`src/rtl/router_pkg.sv`:
```
// Shared defaults and helpers for the router packet FIFO slice.
package router_pkg;

  localparam int DEF_DATA_W  = 8;
  localparam int DEF_DEPTH   = 16;
  // Header byte carries the payload length in [DATA_W-1:HDR_LEN_LSB]
  localparam int HDR_LEN_LSB = 2;

  function automatic int ptr_w(input int depth);
    return $clog2(depth) + 1;
  endfunction

endpackage

```
`src/rtl/router_pkt_tracker.sv`:
```
// Read-side packet length tracker: flags header and parity (last) bytes on data_out.
module router_pkt_tracker
  import router_pkg::*;
#(
  parameter int DATA_W = DEF_DATA_W
) (
  input  logic                          clk,
  input  logic                          resetn,
  input  logic                          soft_reset,
  input  logic                          rd_ok,
  input  logic                          rd_hdr,
  input  logic [DATA_W-1-HDR_LEN_LSB:0] hdr_len,
  output logic                          rd_sof,
  output logic                          rd_eof
);

  localparam int RW = DATA_W - 1;

  logic [RW-1:0] rem;

  // A header always reloads rem, so a truncated packet never emits its eof
  always_ff @(posedge clk) begin
    if (!resetn || soft_reset) begin
      rem    <= '0;
      rd_sof <= 1'b0;
      rd_eof <= 1'b0;
    end else begin
      rd_sof <= rd_ok && rd_hdr;
      rd_eof <= rd_ok && !rd_hdr && (rem == RW'(1));
      if (rd_ok) begin
        if (rd_hdr)
          rem <= RW'(hdr_len) + RW'(1);
        else if (rem != '0)
          rem <= rem - RW'(1);
      end
    end
  end

endmodule

```
`src/rtl/router_pkt_fifo.sv`:
```
// Router packet FIFO: wrap-bit pointer storage with header tagging and registered read port.
module router_pkt_fifo
  import router_pkg::*;
#(
  parameter int DATA_W   = DEF_DATA_W,
  parameter int DEPTH    = DEF_DEPTH,
  parameter int AF_LEVEL = DEPTH - 2
) (
  input  logic                      clk,
  input  logic                      resetn,
  input  logic                      soft_reset,
  input  logic                      write_enb,
  input  logic                      lfd_state,
  input  logic [DATA_W-1:0]         data_in,
  input  logic                      read_enb,
  output logic [DATA_W-1:0]         data_out,
  output logic                      dout_valid,
  output logic                      rd_sof,
  output logic                      rd_eof,
  output logic                      empty,
  output logic                      full,
  output logic                      almost_full,
  output logic [ptr_w(DEPTH)-1:0]   count,
  output logic                      wr_ovf
);

  localparam int PW = ptr_w(DEPTH);
  localparam logic [PW-1:0] AF_THR = PW'(AF_LEVEL);

  logic [DATA_W:0]   mem [DEPTH];
  logic [PW-1:0]     wr_ptr, rd_ptr;
  logic              lfd_q;
  logic              run, wr_ok, rd_ok;
  logic [DATA_W:0]   rd_entry;

  assign empty       = (wr_ptr == rd_ptr);
  assign full        = (wr_ptr[PW-2:0] == rd_ptr[PW-2:0]) && (wr_ptr[PW-1] != rd_ptr[PW-1]);
  assign count       = wr_ptr - rd_ptr;
  assign almost_full = (count >= AF_THR);

  // Flags are pre-edge, so read+write on full/empty degrades to read-only/write-only
  assign run      = resetn && !soft_reset;
  assign wr_ok    = run && write_enb && !full;
  assign rd_ok    = run && read_enb && !empty;
  assign rd_entry = mem[rd_ptr[PW-2:0]];

  always_ff @(posedge clk) begin
    if (wr_ok)
      mem[wr_ptr[PW-2:0]] <= {lfd_q, data_in};
  end

  always_ff @(posedge clk) begin
    if (!run) begin
      wr_ptr     <= '0;
      rd_ptr     <= '0;
      lfd_q      <= 1'b0;
      wr_ovf     <= 1'b0;
      data_out   <= '0;
      dout_valid <= 1'b0;
    end else begin
      lfd_q      <= lfd_state;
      dout_valid <= rd_ok;
      if (write_enb && full)
        wr_ovf <= 1'b1;
      if (wr_ok)
        wr_ptr <= wr_ptr + PW'(1);
      if (rd_ok) begin
        rd_ptr   <= rd_ptr + PW'(1);
        data_out <= rd_entry[DATA_W-1:0];
      end
    end
  end

  router_pkt_tracker #(
    .DATA_W (DATA_W)
  ) u_tracker (
    .clk        (clk),
    .resetn     (resetn),
    .soft_reset (soft_reset),
    .rd_ok      (rd_ok),
    .rd_hdr     (rd_entry[DATA_W]),
    .hdr_len    (rd_entry[DATA_W-1:HDR_LEN_LSB]),
    .rd_sof     (rd_sof),
    .rd_eof     (rd_eof)
  );

endmodule
```
`config.mk`:
```
export PLATFORM = sky130hd
export DESIGN_NAME = router_pkt_fifo
export DESIGN_NICKNAME = d
export VERILOG_FILES = /design/src/rtl/router_pkg.sv /design/src/rtl/router_pkt_tracker.sv /design/src/rtl/router_pkt_fifo.sv
export SDC_FILE = /design/constraint.sdc
export NUM_CORES = 1
export LEC_CHECK = 0
export CAP_MARGIN = 40
export CORE_MARGIN = 1.5
export CORE_UTILIZATION = 50
export DETAILED_ROUTE_END_ITERATION = 10
export GPL_ROUTABILITY_DRIVEN = 0
export HOLD_SLACK_MARGIN = 0.15
export PLACE_DENSITY = 0.65
export SLEW_MARGIN = 20
export SYNTH_ARGS = -nofsm -noshare
export SYNTH_HDL_FRONTEND = slang
export SYNTH_SLANG_ARGS = --single-unit
```
`constraint.sdc`:
```
create_clock -name clk -period 7.3 [get_ports clk]
set_clock_uncertainty 0.05 [all_clocks]
set_input_delay 0.73 -clock clk [delete_from_list [all_inputs] [get_ports clk]]
set_output_delay 0.73 -clock clk [all_outputs]
set_load 0.1 [all_outputs]
```
==> flow_summary.html <==
<table>
<tr><th>Metric</th><th>Value</th></tr>
<tr><th colspan="2">Worst setup path</th></tr>
<tr><td>Delay contributed by the slowest stage of the critical path</td><td>roughly 0.50 ns</td></tr>
<tr><td>Cell type with the highest occurrence count on the critical path</td><td>inv_1</td></tr>
<tr><td>Startpoint type of the worst setup path</td><td>flop</td></tr>
<tr><td>Type of element capturing the critical path</td><td>output pin</td></tr>
<tr><td>Total buffers and inverters traversed by the critical path</td><td>4</td></tr>
<tr><td>Critical path data arrival time</td><td>2.90 ns</td></tr>
<tr><td>Largest fanout of any net on the critical path</td><td>4</td></tr>
<tr><td>Data required time at the worst endpoint</td><td>around 6.5 ns</td></tr>
<tr><td>CP Cell Sequence</td><td>inv_1 -&gt; ha_1 -&gt; inv_1 -&gt; fa_1 -&gt; a21o_1 -&gt; a21oi_1 -&gt; xnor2_1 -&gt; a31o_2 -&gt; clkdlybuf4s50_1 -&gt; buf_8</td></tr>
<tr><td>Critical Path Slowest Stage Cell</td><td>clkdlybuf4s50_1</td></tr>
<tr><td>Beginning of the critical path</td><td>wr_ptr[0]$_SDFFE_PN0P_</td></tr>
<tr><td>Cell family with the largest share of critical-path delay</td><td>buffers and inverters</td></tr>
<tr><td>Crit Path Category</td><td>reg2out</td></tr>
<tr><th colspan="2">Detailed routing</th></tr>
<tr><td>DR WL/cell</td><td>21.3 um</td></tr>
<tr><td>Number of vias per cell after detailed routing</td><td>5.67</td></tr>
<tr><td>Number of iterations in the first detailed-routing pass</td><td>5</td></tr>
<tr><td>Total wirelength of the detailed-routed design</td><td>14.7 mm</td></tr>
<tr><td>Residual antenna-violating net count after detailed routing</td><td>0</td></tr>
<tr><td>Number of design rule violations left after detail routing</td><td>0</td></tr>
<tr><td>Detailed-route via count</td><td>3921</td></tr>
<tr><td>Number of design-rule violations left by the first detailed-router iteration</td><td>291</td></tr>
<tr><th colspan="2">Floorplan</th></tr>
<tr><td>Die outline width</td><td>123 um</td></tr>
<tr><td>Num rows</td><td>43</td></tr>
<tr><td>Placeable Area</td><td>between 10000 and 15000 um^2</td></tr>
<tr><td>Initial core utilization</td><td>0.516</td></tr>
<tr><td>Die H</td><td>approximately 120 um</td></tr>
<tr><td>Top Ports</td><td>34</td></tr>
<tr><td>Die footprint</td><td>15200 um^2</td></tr>
<tr><th colspan="2">GRT</th></tr>
<tr><td>GRT Util Overall</td><td>0.214</td></tr>
<tr><td>Initial antenna violation count</td><td>0</td></tr>
<tr><td>Number of global-route vias before repair</td><td>3960</td></tr>
<tr><td>First-pass GRT wire length</td><td>22.8 mm</td></tr>
<tr><td>Remaining global-route overflow</td><td>0</td></tr>
<tr><td>Maximum number of pins on one net before global-route repair</td><td>37</td></tr>
<tr><th colspan="2">STA</th></tr>
<tr><td>Portion of the clock cycle consumed by the worst path in the final layout</td><td>0.504</td></tr>
<tr><td>Setup_tns</td><td>0 ns</td></tr>
<tr><td>Final min period</td><td>between 3 and 4 ns</td></tr>
<tr><td>Endpoints failing setup</td><td>0</td></tr>
<tr><td>Headroom to the max-slew limit</td><td>0.483</td></tr>
<tr><td>RSZ-0062 raised after global routing</td><td>no</td></tr>
<tr><td>Final count of hold timing violations</td><td>0</td></tr>
<tr><td>Transition time at the pin with the least slew margin</td><td>0.765 ns</td></tr>
<tr><td>Achievable Freq</td><td>272 MHz</td></tr>
<tr><td>Pins Over Slew Limit</td><td>0</td></tr>
<tr><th colspan="2">Clock tree</th></tr>
<tr><td>CTS buffer count</td><td>17</td></tr>
<tr><td>Max Root-Sink Buffers</td><td>2</td></tr>
<tr><td>Hold buffer count at cts</td><td>0</td></tr>
<tr><td>Skew-Pair Late Insertion Delay</td><td>0.43 ns</td></tr>
<tr><td>CTS-repair resized insts</td><td>0</td></tr>
<tr><td>Clock root cell</td><td>clkbuf_16</td></tr>
<tr><td>Post-CTS Setup Bufs</td><td>0</td></tr>
<tr><td>Num Clock Sinks</td><td>178</td></tr>
<tr><td>Clock H-tree levels</td><td>4</td></tr>
<tr><td>Clock Pin Slew Worst Setup and Hold Paths</td><td>0.06 ns</td></tr>
<tr><td>Clock tree from TritonCTS</td><td>done</td></tr>
<tr><th colspan="2">Synthesis</th></tr>
<tr><td>Number of nets produced by synthesis</td><td>452</td></tr>
<tr><td>Portion of synthesized cell area occupied by the leading cell type</td><td>0.600</td></tr>
<tr><td>Mapped cell area</td><td>7210 um^2</td></tr>
<tr><td>Biggest area contributors in the synthesized netlist</td><td>edfxtp_1 60%, mux4_2 11%, dfxtp_1 9.4%</td></tr>
<tr><td>Yosys warning count</td><td>0</td></tr>
<tr><td>Number of flops mapped to enable cells by yosys</td><td>144</td></tr>
<tr><td>Part of the Yosys area used for sequential elements</td><td>0.694</td></tr>
<tr><td>Share of flip-flops with an asynchronous set or reset</td><td>0</td></tr>
<tr><td>Distinct cell type count of the synthesized netlist</td><td>47</td></tr>
<tr><td>Post-synthesis average cell area</td><td>17.0 um^2</td></tr>
<tr><td>Post-synth top flop</td><td>edfxtp_1</td></tr>
<tr><td>Flops &amp; latches, synth</td><td>about 180</td></tr>
<tr><td>Cell count after synthesis</td><td>between 400 and 500</td></tr>
<tr><td>Cell type contributing the most total cell area after synthesis</td><td>edfxtp_1</td></tr>
<tr><th colspan="2">Min path</th></tr>
<tr><td>Hold path start</td><td>data_out[3]$_SDFFE_PN0N_</td></tr>
<tr><td>Hold crit path type</td><td>reg2reg</td></tr>
<tr><th colspan="2">Job</th></tr>
<tr><td>Max-cap violations</td><td>0</td></tr>
<tr><th colspan="2">Placed design</th></tr>
<tr><td>Inst Count DP</td><td>660</td></tr>
<tr><td>Dpl hpwl</td><td>9.90 mm</td></tr>
<tr><td>Input/output buffers</td><td>33</td></tr>
<tr><th colspan="2">Power and ir drop</th></tr>
<tr><td>Maximum ir drop on the vdd rail</td><td>168 uV</td></tr>
<tr><td>Total power</td><td>2.12 mW</td></tr>
<tr><td>Total power density per cell area</td><td>approximately 240 nW/um^2</td></tr>
<tr><td>Leakage</td><td>about 2.9 nW</td></tr>
<tr><th colspan="2">Outcome</th></tr>
<tr><td>Outcome</td><td>completed</td></tr>
<tr><th colspan="2">Final layout</th></tr>
<tr><td>Count of fill cells added during filler insertion</td><td>1007</td></tr>
<tr><td>Post-layout net count</td><td>526</td></tr>
<tr><td>Area growth, synth to finish</td><td>21.3%</td></tr>
<tr><td>Final std cells w/o fill</td><td>a little under 700</td></tr>
<tr><td>Flip-flop and latch area</td><td>5010 um^2</td></tr>
<tr><td>Share of post-route cells with drive strength above 1</td><td>0.217</td></tr>
<tr><td>Area of combinational cells with multiple inputs</td><td>2060 um^2</td></tr>
<tr><td>Number of inserted diodes</td><td>0</td></tr>
</table>
tightest hold or removal path: cells and delay by family (launching register included):
family	cells	cell delay, ns
flops	1	0.31
simple gates	1	0.05
compound gates	1	0.05
metal layers:
layer  vias to the layer above  wire, um  track usage
li1                       1811         -            -
met1                      2017      6610        0.294
met2                        82      7410        0.344
met3                        11       590       0.0480
met4                         0       133       0.0632
met5                         -         0            0
layout by cell type (no fill, tap or decap), types with 2 or more instances in the layout:
| cell | count |
|---|---|
| a211oi_1 | 2 |
| inv_1 | 13 |
| nand3_1 | 4 |
| a22oi_1 | 6 |
| nand2b_1 | 4 |
| o21ai_0 | 6 |
| dfxtp_1 | 33 |
| clkbuf_16 | 17 |
| edfxtp_1 | 144 |
| o31ai_1 | 2 |
| o31a_1 | 2 |
| a21oi_1 | 18 |
| clkdlybuf4s50_1 | 33 |
| nor2_1 | 29 |
| mux4_2 | 36 |
| a21o_1 | 3 |
| nand4_1 | 4 |
| mux2i_1 | 2 |
| mux4_1 | 6 |
| ha_1 | 12 |
| nor2b_1 | 3 |
| nand2_1 | 35 |
| buf_6 | 4 |
| inv_6 | 4 |
| o211ai_1 | 2 |
| nor3_1 | 5 |
| bufinv_16 | 3 |
| clkinv_4 | 4 |
| buf_4 | 16 |
| xnor2_1 | 10 |
| buf_8 | 19 |
| and2_1 | 4 |
| xor2_1 | 5 |
state kept, by name (all words and copies together) (netlist names), 5 cells and up, named ones only:
signal / flops
data_out: 8
mem: 144
rd_ptr: 5
u_tracker.rem: 7
wr_ptr: 5
synthesized netlist by cell type (all sizes together), types with 4 or more instances:
| cell type | instances |
|---|---|
| clkbuf | 7 |
| nand2 | 35 |
| dfxtp | 34 |
| xnor2 | 10 |
| ha | 12 |
| and2 | 4 |
| nor3 | 5 |
| edfxtp | 144 |
| buf | 11 |
| o21ai | 6 |
| nor2 | 29 |
| nand2b | 4 |
| nand4 | 4 |
| xor2 | 5 |
| nand3 | 5 |
| mux4 | 42 |
| inv | 13 |
| a21oi | 18 |
| a22oi | 6 |
final timing paths:
check                                                     end  slack (ns)  cells after the start
worst max-delay path                              almost_full        3.62                     10
worst min-delay path                 data_out[3]$_SDFFE_PN0N_        0.40                      2
worst max register to register  u_tracker.rem[2]$_SDFFE_PN0P_        4.23                      7
worst min register to register       data_out[3]$_SDFFE_PN0N_        0.40                      2
power by group:
part	internal [mW]	switching (mW)	leakage, nW
Clock	0.543	0.389	0.293
Combinational	0.0344	0.0567	1.01
Sequential	1.10	0.00260	1.57
final cells by class:
class                           instances  area share
Sequential cell                       178       0.572
Multi-Input combinational cell        216       0.235
Timing Repair Buffer                   73      0.0924
Clock buffer                           18      0.0490
Tap cell                              180      0.0257
Clock inverter                         14      0.0202
Inverter                               13     0.00558
stage by stage:
step	hold slack, ns	instance area [um^2]	setup slack, ns	util
5_1_grt	0.422	8750	3.48	0.626
6_report	0.405	8750	3.62	0.626
3_3_place_gp	0.394	7720	3.71	0.552
4_1_cts	0.407	8750	3.58	0.626
2_1_floorplan	0.413	7210	3.18	-
3_5_place_dp	0.398	8150	4.05	0.582
kinds of logic after synthesis:
group | synth area share
flip-flops | 0.694
AND/OR/NAND/NOR | 0.0586
AO/OA/AOI/OAI | 0.0477
multiplexers | 0.137
buffers and inverters | 0.0208
XOR/XNOR | 0.0182
adder cells (fa/ha/maj) | 0.0236
Note: power is estimated with default switching activity, not from simulation.
